## src/rtl/entrada_fpga_hs_pkg.sv

```systemverilog
// Shared constants for the user-input port: FSM encoding and default debounce length.
package entrada_pkg;

  localparam int DEB_CYCLES_DEF = 16;

  localparam logic [1:0] OCIOSO        = 2'd0;
  localparam logic [1:0] ESPERA_SOLTO  = 2'd1;
  localparam logic [1:0] ESPERA_APERTO = 2'd2;
  localparam logic [1:0] CAPTURA       = 2'd3;

  // True in the two states where the user is expected to act.
  function automatic logic is_espera(input logic [1:0] st);
    return (st == ESPERA_SOLTO) || (st == ESPERA_APERTO);
  endfunction

endpackage

```

## src/rtl/entrada_fpga_hs_if.sv

```systemverilog
// Bundle of the user-input port signals: request from control, raw user
// inputs, and the value/strobe/stall going back into the datapath.
interface entrada_fpga_hs_if #(
  parameter int SW_WIDTH   = 8,
  parameter int DATA_WIDTH = 14
);
  logic                  sinal_in;
  logic [SW_WIDTH-1:0]   switches;
  logic                  botao;
  logic [DATA_WIDTH-1:0] dado_in;
  logic                  in_pronto;
  logic                  congela_pc;
  logic                  aguardando;

  modport master (
    output sinal_in, switches, botao,
    input  dado_in, in_pronto, congela_pc, aguardando
  );

  modport slave (
    input  sinal_in, switches, botao,
    output dado_in, in_pronto, congela_pc, aguardando
  );
endinterface

```

## src/rtl/debouncer_botao.sv

```systemverilog
// Push-button conditioner: 2-flop synchronizer, run-length debouncer and
// rising-edge detector on the accepted (stable) level.
module debouncer_botao
  import entrada_pkg::*;
#(
  parameter int DEB_CYCLES = DEB_CYCLES_DEF
) (
  input  logic clock,
  input  logic reset,
  input  logic botao,
  output logic btn_estavel,
  output logic aperto
);

  localparam int              CW      = (DEB_CYCLES > 1) ? $clog2(DEB_CYCLES) : 1;
  localparam logic [CW-1:0]   CNT_MAX = CW'(DEB_CYCLES - 1);

  logic [1:0]    btn_ff;   // [0] metastability stage, [1] synchronized
  logic          btn_sync;
  logic [CW-1:0] cnt;
  logic          btn_prev;

  assign btn_sync = btn_ff[1];

  // Two-flop synchronizer for the asynchronous button.
  always_ff @(posedge clock or negedge reset) begin
    if (!reset) btn_ff <= '0;
    else        btn_ff <= {btn_ff[0], botao};
  end

  // Accept a new level only after it has differed for DEB_CYCLES straight edges.
  always_ff @(posedge clock or negedge reset) begin
    if (!reset) begin
      cnt         <= '0;
      btn_estavel <= 1'b0;
    end else if (btn_sync == btn_estavel) begin
      cnt <= '0;
    end else if (cnt == CNT_MAX) begin
      btn_estavel <= btn_sync;
      cnt         <= '0;
    end else begin
      cnt <= cnt + 1'b1;
    end
  end

  // Delayed stable level for edge detection.
  always_ff @(posedge clock or negedge reset) begin
    if (!reset) btn_prev <= 1'b0;
    else        btn_prev <= btn_estavel;
  end

  assign aperto = btn_estavel & ~btn_prev;

endmodule

```

## src/rtl/entrada_fpga_hs.sv

```systemverilog
// IN-instruction user port: stalls the PC while an IN is pending, waits for a
// release followed by a fresh debounced press, then latches the switches and
// strobes in_pronto for one cycle.
module entrada_fpga_hs
  import entrada_pkg::*;
#(
  parameter int SW_WIDTH   = 8,
  parameter int DATA_WIDTH = 14,
  parameter int DEB_CYCLES = DEB_CYCLES_DEF
) (
  input  logic                clock,
  input  logic                reset,
  entrada_fpga_hs_if.slave    bus
);

  logic [1:0]                 state, state_nxt;
  logic                       captura;
  logic                       btn_estavel, aperto;
  logic [1:0][SW_WIDTH-1:0]   sw_ff;    // [0] metastability stage, [1] synchronized
  logic [SW_WIDTH-1:0]        sw_sync;
  logic [DATA_WIDTH-1:0]      dado_q;
  logic                       aguardando_q;

  assign sw_sync = sw_ff[1];

  debouncer_botao #(.DEB_CYCLES(DEB_CYCLES)) u_deb (
    .clock       (clock),
    .reset       (reset),
    .botao       (bus.botao),
    .btn_estavel (btn_estavel),
    .aperto      (aperto)
  );

  // Two-flop synchronizer for the slide switches.
  always_ff @(posedge clock or negedge reset) begin
    if (!reset) sw_ff <= '0;
    else        sw_ff <= {sw_ff[0], bus.switches};
  end

  // Next-state logic; a button held when the IN arrives must be released first.
  always_comb begin
    state_nxt = state;
    captura   = 1'b0;
    case (state)
      OCIOSO:        if (bus.sinal_in) state_nxt = ESPERA_SOLTO;
      ESPERA_SOLTO:  if (!bus.sinal_in)  state_nxt = OCIOSO;
                     else if (!btn_estavel) state_nxt = ESPERA_APERTO;
      ESPERA_APERTO: if (!bus.sinal_in) state_nxt = OCIOSO;
                     else if (aperto) begin
                       state_nxt = CAPTURA;
                       captura   = 1'b1;
                     end
      CAPTURA:       state_nxt = OCIOSO;
      default:       state_nxt = OCIOSO;
    endcase
  end

  // State register, captured value (kept across aborts) and waiting LED.
  always_ff @(posedge clock or negedge reset) begin
    if (!reset) begin
      state        <= OCIOSO;
      dado_q       <= '0;
      aguardando_q <= 1'b0;
    end else begin
      state        <= state_nxt;
      aguardando_q <= is_espera(state_nxt);
      if (captura) dado_q <= DATA_WIDTH'(sw_sync);
    end
  end

  // Stall starts in the same cycle the IN opcode appears; never while in reset.
  assign bus.congela_pc = reset & (((state == OCIOSO) & bus.sinal_in) | is_espera(state));
  assign bus.in_pronto  = (state == CAPTURA);
  assign bus.dado_in    = dado_q;
  assign bus.aguardando = aguardando_q;

endmodule
```

## src/flat_wrapper.sv

```systemverilog
// flat-port wrapper written by rule: the top's interface ports become plain ports
module entrada_fpga_hs_flat import entrada_pkg::*;
#(
  parameter int SW_WIDTH   = 8,
  parameter int DATA_WIDTH = 14,
  parameter int DEB_CYCLES = DEB_CYCLES_DEF
)
  (clock, reset, bus_sinal_in, bus_switches, bus_botao, bus_dado_in, bus_in_pronto, bus_congela_pc, bus_aguardando);
  entrada_fpga_hs_if #(.SW_WIDTH(SW_WIDTH), .DATA_WIDTH(DATA_WIDTH)) bus_i ();
  input  logic clock;
  input  logic reset;
  input wire logic [$bits(bus_i.sinal_in)-1:0] bus_sinal_in;
  input wire logic [$bits(bus_i.switches)-1:0] bus_switches;
  input wire logic [$bits(bus_i.botao)-1:0] bus_botao;
  output wire logic [$bits(bus_i.dado_in)-1:0] bus_dado_in;
  output wire logic [$bits(bus_i.in_pronto)-1:0] bus_in_pronto;
  output wire logic [$bits(bus_i.congela_pc)-1:0] bus_congela_pc;
  output wire logic [$bits(bus_i.aguardando)-1:0] bus_aguardando;
  assign bus_i.sinal_in = bus_sinal_in;
  assign bus_i.switches = bus_switches;
  assign bus_i.botao = bus_botao;
  assign bus_dado_in = bus_i.dado_in;
  assign bus_in_pronto = bus_i.in_pronto;
  assign bus_congela_pc = bus_i.congela_pc;
  assign bus_aguardando = bus_i.aguardando;
  entrada_fpga_hs #(.SW_WIDTH(SW_WIDTH), .DATA_WIDTH(DATA_WIDTH), .DEB_CYCLES(DEB_CYCLES)) u_core (.clock(clock), .reset(reset), .bus(bus_i));
endmodule
```

## config.mk

```make
export PLATFORM = sky130hd
export DESIGN_NAME = entrada_fpga_hs_flat
export DESIGN_NICKNAME = d
export VERILOG_FILES = /design/src/rtl/entrada_fpga_hs_pkg.sv /design/src/rtl/entrada_fpga_hs_if.sv /design/src/rtl/debouncer_botao.sv /design/src/rtl/entrada_fpga_hs.sv /design/src/flat_wrapper.sv
export SDC_FILE = /design/constraint.sdc
export NUM_CORES = 1
export LEC_CHECK = 0
export CAP_MARGIN = 20
export CORE_MARGIN = 10
export CORE_UTILIZATION = 60
export CTS_CLUSTER_SIZE = 12
export DETAILED_ROUTE_END_ITERATION = 12
export DONT_BUFFER_PORTS = 1
export PLACE_DENSITY = 0.81
export RECOVER_POWER = 50
export SYNTH_ARGS = -nofsm -noshare
export SYNTH_HDL_FRONTEND = slang
export SYNTH_SLANG_ARGS = --single-unit
```

## constraint.sdc

```tcl
create_clock -name clock -period 1.7 [get_ports clock]
set_input_delay 0.17 -clock clock [delete_from_list [all_inputs] [get_ports clock]]
set_output_delay 0.17 -clock clock [all_outputs]
set_load 0.05 [all_outputs]
```

==> flow_summary.ini, run 1 <==
[cts]
htreeDepth = 2
cts_buffer_depth = 2
path_clk_slew_ns = 0.10
cts_tree = built
insertion_delay_ns = 0.32
numCtsBuffers = 5
cts-root-buf = clkbuf_4
cts_sinks = 35

[power]
switchingPower_mw = 0.654
cell_internal_pwr_mw = 1.33
leakagePower_nw = 0.771
seqPwrFrac_pct = 49.3
peakVddDrop_mv = 0.857
combPwrFrac_pct = 26.1
switching_share_pct = 32.9
p_per_area_nw_per_um2 = 1240
p_clk_share_pct = 24.6

[floorplanning]
dieArea_um2 = 4670
rows = 17
start_util_pct = 63.3
die_x_um = 68.3
design.core.area_um2 = 2210
die_h_um = 68.3
ioPinCount = 29

[yosys]
syn_area_um2 = 1400
synth_edf_count = 0
ys_ff_latch = 35
avgSynthCellArea_um2 = 14.3
synth_top_area_share_pct = 62.6
ys.flop_type = dfrtp_1
synthCells = 98
synthTopCellsByArea = dfrtp_1, mux2_4, ha_1
yosysTopAreaCell = dfrtp_1
ys_seq_area_share_pct = 62.6
ys_async_sr_fraction_pct = 100
synthDistinctLibCells = 30
ys_warn_count = 0

[setup_path]
endpoint_kind = output port
worst-setup-path-type = reg2out
worstPathArrival_ns = 1.45
crit_fanout = 4
cp-start-kind = flip-flop
regToRegSetupSlack_ns = 0.11
cp.required_ns = 1.53

[layout]
layout-area-overhead-vs-synth_pct = 14.7
diodes = 0
fin_nets = 136
design_area_um2 = 1610
drive_gt1_share_pct = 25.2

[routing]
avgRoutedWirePerCell_um = 17.5
via_per_inst = 5.28
drt_iter0_drc = 46
ant_nets = 0
vias = 776
drt-total-wl_um = 2570
drc = 0
dr.pass1.iters = 4

[grt]
antenna_found_initial = 0
grt_max_degree = 36
grt_pass1_vias = 857
overflow = 0
track_usage_pct = 11.9
grt_pass1_wl_um = 4080

[sta]
finalClockSkew_ns = 0.00894
final_max_slew_viol_count = 0
tightest_slew_ns = 0.806
hold_viol = 0
setup_viol = 0
max_freq_mhz = 618
slew_headroom_pct = 46.2
grt_setup_unrepaired = no
tns_ns = 0
period_needed_ns = 1.62
period_share_pct = 95.2

[placement]
place.gp.congestion = 0.803
io_buffers = 0
dp_hpwl_um = 1770
dpl_cell_area_um2 = 1420

[outcome]
status = finished clean

[run]
maxCapViolCount = 0

[worst_hold_path]
min_path_type = in2reg
-- critical path, cell delays in order, from the launching register on --
cell and delay (ns):
dfrtp_2 0.44, inv_2 0.10, ha_1 0.23, a21oi_1 0.12, nor2b_1 0.06, buf_4 0.18
-- final cells by class --
class                   instances  area (um2)
clock buffers                   8        68.8
fillers                       146         606
repair buffers                 15         135
inverters                       5        18.8
flip-flops and latches         35         877
multi-input cells              56         472
well taps                      28        35.0
-- per-layer routing --
layer / track usage [%] / vias to the layer above / part of all wire (%)
li1: - / 358 / -
met1: 12.1 / 389 / 37
met2: 21.2 / 25 / 54
met3: 5.38 / 4 / 8.0
met4: 4.02 / 0 / 0.90
met5: 0 / - / 0
-- worst paths after layout --
kind / start / to / cells past startpoint
setup / recovery: u_core.state[1] / bus_congela_pc / 5
hold / removal: bus_sinal_in / u_core.state[0] / 2
setup reg to reg: u_core.state[0] / u_core.bus.aguardando / 6
hold reg to reg: u_core.u_deb.btn_ff[0] / u_core.u_deb.btn_ff[1] / 0
max in group asynchronous: reset / u_core.state[1] / 2
min in group asynchronous: reset / u_core.bus.aguardando / 2
-- cell usage after synthesis (2+ instances only) --
| library cell | instances |
|---|---|
| nand2_1 | 2 |
| a21oi_1 | 5 |
| nor2b_1 | 3 |
| mux2_4 | 8 |
| ha_1 | 6 |
| dfrtp_1 | 35 |
| inv_1 | 4 |
| nand2b_1 | 2 |
| xnor2_1 | 2 |
| nor2_1 | 2 |
| nand3b_1 | 2 |
| o21ai_0 | 3 |
| buf_4 | 7 |
-- placed cells by master, fill, tap and decap left out, types with 3 or more instances in the layout --
master	netlist	final
o21ai_0	3	3
nor2b_1	3	3
dlygate4sd3_1	0	10
dfrtp_1	35	34
conb_1	1	6
mux2_4	8	8
clkbuf_4	0	5
inv_2	1	3
ha_1	6	6
buf_4	7	4
a21oi_1	5	5
-- through the flow --
step	setup slack [ns]	util, %	hold WS (ns)	cells	total power [mW]
6_report	0.0808	72.6	0.0176	147	1.99
5_1_grt	0.00575	72.6	0.0127	147	2.12
4_1_cts	0.0282	72.6	0.00902	145	1.97
3_5_place_dp	0.0212	64.0	-0.124	126	1.45
3_3_place_gp	0.0560	64.0	-0.124	126	1.42
2_1_floorplan	0.0140	-	-0.126	103	1.34
-- flip-flops by register name, indices dropped and copies added (netlist names) --
| register | flops |
|---|---|
| u_core.bus.aguardando | 1 |
| u_core.bus.dado_in | 8 |
| u_core.state | 2 |
| u_core.sw_ff | 8 |
| u_core.sw_sync | 8 |
| u_core.u_deb.btn_estavel | 1 |
| u_core.u_deb.btn_ff | 2 |
| u_core.u_deb.btn_prev | 1 |
| u_core.u_deb.cnt | 4 |
-- logic make-up (layout without fill, tap and decap cells) --
logic type | Yosys count | in the layout | synth area share [%]
buffers and inverters | 12 | 28 | 5.09
multiplexers | 9 | 9 | 9.38
AO/OA/AOI/OAI | 15 | 15 | 7.24
other | 1 | 6 | 0.268
flip-flops | 35 | 35 | 62.6
adder cells (fa/ha/maj) | 6 | 6 | 5.36
XOR/XNOR | 2 | 2 | 1.25
AND/OR/NAND/NOR | 18 | 18 | 8.85
-- power groups by stage --
stage	logic [mW]	registers, mW	clock network, mW
detailed placement	0.448	0.998	0
global placement	0.425	0.991	0
global route	0.570	0.987	0.564
floorplan	0.351	0.994	0
CTS	0.489	0.984	0.495
finish	0.519	0.979	0.488
-- timing repair --
item / in CTS / in global routing
hold endpoints to repair: 44 / 0
hold buffers: 11 / 0
setup endpoints to repair: 2 / 1
resized for setup: 2 / 1
buffers inserted: 0 / 2
(Power assumes the default switching activity.)
==> inputs of run 2 (changes only) <==
- SYNTH_HIERARCHICAL: not set -> 1
==> run 2 against run 1 <==
  * Count of clock-buffer cells in the layout shrank 2
  * Combinational power hardly changed
  * Design area decreased by 4.8%
  * Sequential power fell by 0.7%
  * Setup slack improved by 0.012 ns
  * Largest power group unchanged
  * Highest routed layer unchanged
==> flow_summary.ini, run 2 <==
[outcome]
status = finished clean

[setup_path]
slowest_delay_ns = 0.43
r2r_end = u_core/state[1]
worst-setup-path-type = reg2out
r2r_start = u_core/state[1]
path_cells = inv_2 > ha_1 > a21oi_1 > nor2b_1 > buf_4
cp-start-kind = flip-flop
crit_fanout = 5
critPathBufInv = 2
endpoint_kind = output port
crit_family = flip-flops
slowest_stage = dfrtp_1
worstPathArrival_ns = 1.44
cp.required_ns = 1.53
regToRegSetupSlack_ns = 0.14
r2r_cells = 6
cp-startpoint = u_core/state[1]

[sta]
final_max_slew_viol_count = 0
finalClockSkew_ns = 0.0130
slew_headroom_pct = 46.4
tns_ns = 0
whs_ns = 0.0203
period_share_pct = 94.5
hold_viol = 0
tightest_slew_ns = 0.805
setup_viol = 0
period_needed_ns = 1.61
max_freq_mhz = 622

[routing]
drc = 0
via_per_inst = 5.23
dr.pass1.iters = 4
drt_iter0_drc = 28
drt-total-wl_um = 2270
avgRoutedWirePerCell_um = 15.9
ant_nets = 0
vias = 748

[grt]
grt_max_degree = 36
track_usage_pct = 11.2
grt_pass1_vias = 818
grt_pass1_wl_um = 3680
antenna_found_initial = 0
overflow = 0

[worst_hold_path]
holdCritStartpoint = bus_sinal_in
hold_depth = 2
holdPathEnd = u_core/state[0]
min_path_type = in2reg

[run]
maxCapViolCount = 0

[yosys]
ys.flop_type = dfrtp_1
ys_seq_area_share_pct = 66.6
ys_warn_count = 6
synth_top_area_share_pct = 66.6
ys_async_sr_fraction_pct = 100
synth_top_cells_by_count = dfrtp_1, mux2_2, buf_4, ha_1, nor2_1
syn_area_um2 = 1320
synthCells = 92
synth_most_common_cell = dfrtp_1
synth_edf_count = 0
synthDistinctLibCells = 25
avgSynthCellArea_um2 = 14.3
synthTopCellsByArea = dfrtp_1, mux2_2, ha_1
yosysTopAreaCell = dfrtp_1
ys_ff_latch = 35

[cts]
path_clk_slew_ns = 0.10
htreeDepth = 2
cts_tree = built
numCtsBuffers = 5
cts-root-buf = clkbuf_4
cts_buffer_depth = 2
insertion_delay_ns = 0.34
cts_sinks = 35

[floorplanning]
design.core.area_um2 = 2020
die_h_um = 66.8
start_util_pct = 65.0
die_x_um = 66.8
ioPinCount = 29
dieArea_um2 = 4460
rows = 16

[layout]
layout_common_cells = dfrtp_1, dlygate4sd3_1, mux2_2
drive_gt1_share_pct = 23.3
final_common_cell = dfrtp_1
layout-area-overhead-vs-synth_pct = 16.3
fin_nets = 133
diodes = 0
fin_cells = 143

[placement]
place.gp.congestion = 0.753
dpl.cell_count = 120
io_buffers = 0

[power]
p_per_area_nw_per_um2 = 1250
peakVddDrop_mv = 0.986
leakagePower_nw = 0.733
power.total_mw = 1.92
==> run 2: cell types whose count changed after synthesis, sizes merged, moves of 2 or more <==
cell / change
nand3b: -2
inv: -2
nand3: +2
a31oi: +2
a21oi: -2
o21ai: -2
nor2: +2
==> run 2: layer usage <==
metal | up-vias | track usage, % | routed length (um)
met3 | 9 | 4.35 | 205
li1 | 351 | - | -
met2 | 33 | 19.8 | 1190
met1 | 355 | 10.5 | 822
met5 | - | 0 | 0
met4 | 0 | 7.07 | 57
==> run 2: how the worst max path moves through the flow <==
stage / endpoint / slack (ns) / cells after the start
finish: bus_congela_pc / 0.09 / 5
global route: bus_congela_pc / -0.02 / 5
CTS: bus_congela_pc / 0.04 / 5
detailed placement: u_core/bus.aguardando / 0.17 / 6
global placement: u_core/state[1] / 0.23 / 5
floorplan: bus_congela_pc / 0.008 / 4
==> run 2: cell type report <==
type,count,area (um2)
Tap cell,27,33.8
Fill cell,122,493
Inverter,3,11.3
Timing Repair Buffer,17,153
Multi-Input combinational cell,53,402
Sequential cell,35,876
Clock inverter,2,12.5
Clock buffer,6,41.3
==> run 2: cell families after synthesis <==
group	count (synthesis)	share of synthesized area (%)
AOI/OAI and AO/OA	14	6.85
xor gates and xnor gates	2	1.33
adders and majority gates	6	5.71
buffers and inverters	9	4.28
DFF	35	66.6
muxes	9	7.99
other	1	0.285
and+or+nand+nor	16	6.95
==> run 2: worst reg2reg max path, stage by stage (launching register included) <==
cell and delay (ns):
dfrtp_1 0.43, inv_2 0.10, buf_4 0.12, ha_1 0.21
inv_1 0.10, or3_2 0.41, o21ai_0 0.11
==> run 2: through the flow <==
step           worst slack (ns)  util (%)  area [um2]
5_1_grt                 -0.0167      75.6        1530
4_1_cts                  0.0444      75.2        1520
3_5_place_dp              0.173      66.2        1340
6_report                 0.0930      75.6        1530
3_3_place_gp              0.231      66.2        1340
2_1_floorplan           0.00800         -        1330
==> run 2: where the power goes <==
| part | internal, mW | switching [mW] |
|---|---|---|
| clock network | 0.159 | 0.264 |
| logic | 0.197 | 0.323 |
| registers | 0.892 | 0.0801 |
==> run 2: repair_timing <==
action | in CTS | in global routing
hold buffers | 12 | 0
buffers inserted | 0 | 3
gates resized for setup | 1 | 1
endpoints found under the hold margin | 45 | 0
endpoints found under the setup margin | 1 | 1
==> inputs of run 3 (changes only) <==
- clock period: 1.7 -> 1.8 ns (I/O delays scaled with it)
==> run 3 against run 2 <==
  * Clock skew is 0.0073 ns lower
  * First-iteration DRC count grew 50%
  * Setup slack lost 0.018 ns
  * Hold slack gained 0.0011 ns
  * Die area unchanged
  * Non-clock buffer count fell by 4
  * Critical path depth unchanged
  * Register-to-register slack gained 0.04 ns
  * Global-route usage grew 0.35 points
  * Critical endpoint unchanged
==> flow_summary.ini, run 3 (synthesized netlist as in run 2, its figures left out) <==
[worst_hold_path]
holdCritStartpoint = bus_sinal_in
min_path_type = in2reg
hold_depth = 2

[setup_path]
r2r_cells = 6
worst-setup-path-type = reg2out
cp-startpoint = u_core/state[0]
cp.required_ns = 1.62
cp-start-kind = flip-flop
r2r_start = u_core/state[1]
worstPathArrival_ns = 1.54
crit_fanout = 8
endpoint_kind = output port

[power]
leakagePower_nw = 0.714
p_clk_share_pct = 22.3
switching_share_pct = 35.1
seqPwrFrac_pct = 53.7
peakVddDrop_mv = 0.849
p_per_area_nw_per_um2 = 1170
combPwrFrac_pct = 24.0
switchingPower_mw = 0.615
cell_internal_pwr_mw = 1.14

[floorplanning]
rows = 16
start_util_pct = 65.0
dieArea_um2 = 4460
ioPinCount = 29
design.core.area_um2 = 2020
die_h_um = 66.8
die_x_um = 66.8

[run]
maxCapViolCount = 0

[sta]
tightest_slew_ns = 0.808
tns_ns = 0
period_needed_ns = 1.72
grt_setup_unrepaired = no
hold_viol = 0
final_max_slew_viol_count = 0
max_freq_mhz = 580
setup_viol = 0
period_share_pct = 95.8
slew_headroom_pct = 46.1
whs_ns = 0.0214
finalClockSkew_ns = 0.00567

[routing]
drt_iter0_drc = 42
avgRoutedWirePerCell_um = 16.8
vias = 726
via_per_inst = 5.22
ant_nets = 0
drc = 0
drt-total-wl_um = 2340
dr.pass1.iters = 4

[grt]
overflow = 0
track_usage_pct = 11.5
grt_pass1_vias = 818
grt_max_degree = 36
antenna_found_initial = 0
grt_pass1_wl_um = 3790

[layout]
final_common_cell = dfrtp_1
layout-area-overhead-vs-synth_pct = 13.8
layout_common_cells = dfrtp_1, dlygate4sd3_1, mux2_2
nFillCells = 121
drive_gt1_share_pct = 19.6
diodes = 0
fin_nets = 129

[outcome]
status = finished clean

[cts]
cts-root-buf = clkbuf_4
numCtsBuffers = 5
path_clk_slew_ns = 0.10
insertion_delay_ns = 0.34
post-cts-setup-buffer-count = 0
cts_tree = built
htreeDepth = 2
cts_buffer_depth = 2
cts_sinks = 35

[placement]
io_buffers = 0
dp_hpwl_um = 1550
place.gp.congestion = 0.784
run 3: cell types whose count changed in the layout (fill, tap and decap cells not counted):
cell | before | now
dfrtp_2 | 0 | 1
dfrtp_1 | 35 | 34
buf_4 | 5 | 1
clkbuf_1 | 1 | 2
clkinvlp_4 | 1 | 0
inv_1 | 1 | 2
inv_2 | 2 | 1
run 3: final timing paths:
check | endpoint | slack (ns)
worst max register to register | u_core/bus.aguardando | 0.18
worst min-delay path | u_core/state[1] | 0.02
max in group asynchronous | u_core/state[0] | 0.77
worst min register to register | u_core/sw_sync[7] | 0.35
min in group asynchronous | u_core/bus.dado_in[6] | 0.48
worst max-delay path | bus_congela_pc | 0.08
run 3: critical path: stages, from the launching register on:
cell	delay, ns
dfrtp_2	0.45
inv_1	0.10
ha_1	0.29
a21oi_1	0.12
nor2b_1	0.06
buf_4	0.18
run 3: layout make-up:
type	count	area, um2	area share, %
clock inverter	1	5.00	0.334
timing repair buffer	13	123	8.19
sequential	35	877	58.6
tap	27	33.8	2.26
multi-input combinational	53	402	26.8
inverter	3	11.3	0.753
clock buffer	7	45.0	3.01
run 3: stage by stage:
step                      area, um2  cells  setup slack (ns)  utilization [%]  power [mW]
final                          1500    139            0.0751             74.0        1.75
after global routing           1500    139            0.0129             74.0        1.85
after CTS                      1510    139            0.0217             74.8        1.77
after detailed placement       1330    119             0.184             65.8        1.33
after global placement         1330    119             0.319             65.8        1.30
after floorplan                1330     97            0.0980                -        1.25
run 3: repair_timing:
item,4_1_cts,5_1_grt
hold endpoints to repair,45,0
hold buffers,12,0
endpoints found under the setup margin,1,1
pin swaps,0,0
gates cloned,0,0
gates resized for setup,1,1
run 3: power by group through the flow:
stage / Sequential [mW] / Combinational [mW] / Clock (mW)
after floorplan: 0.935 / 0.317 / 0
after CTS: 0.939 / 0.421 / 0.407
after detailed placement: 0.953 / 0.380 / 0
final: 0.941 / 0.421 / 0.391
after global placement: 0.943 / 0.357 / 0
after global routing: 0.950 / 0.465 / 0.433
run 3: per-layer routing:
layer	routed length (um)	global-route usage, %	part of all wire [%]	vias to the layer above
met5	0	0	0	-
met4	51	5.50	2.2	0
met3	207	6.35	8.9	7
met2	1240	19.7	53	31
met1	838	11.0	36	346
li1	-	-	-	342
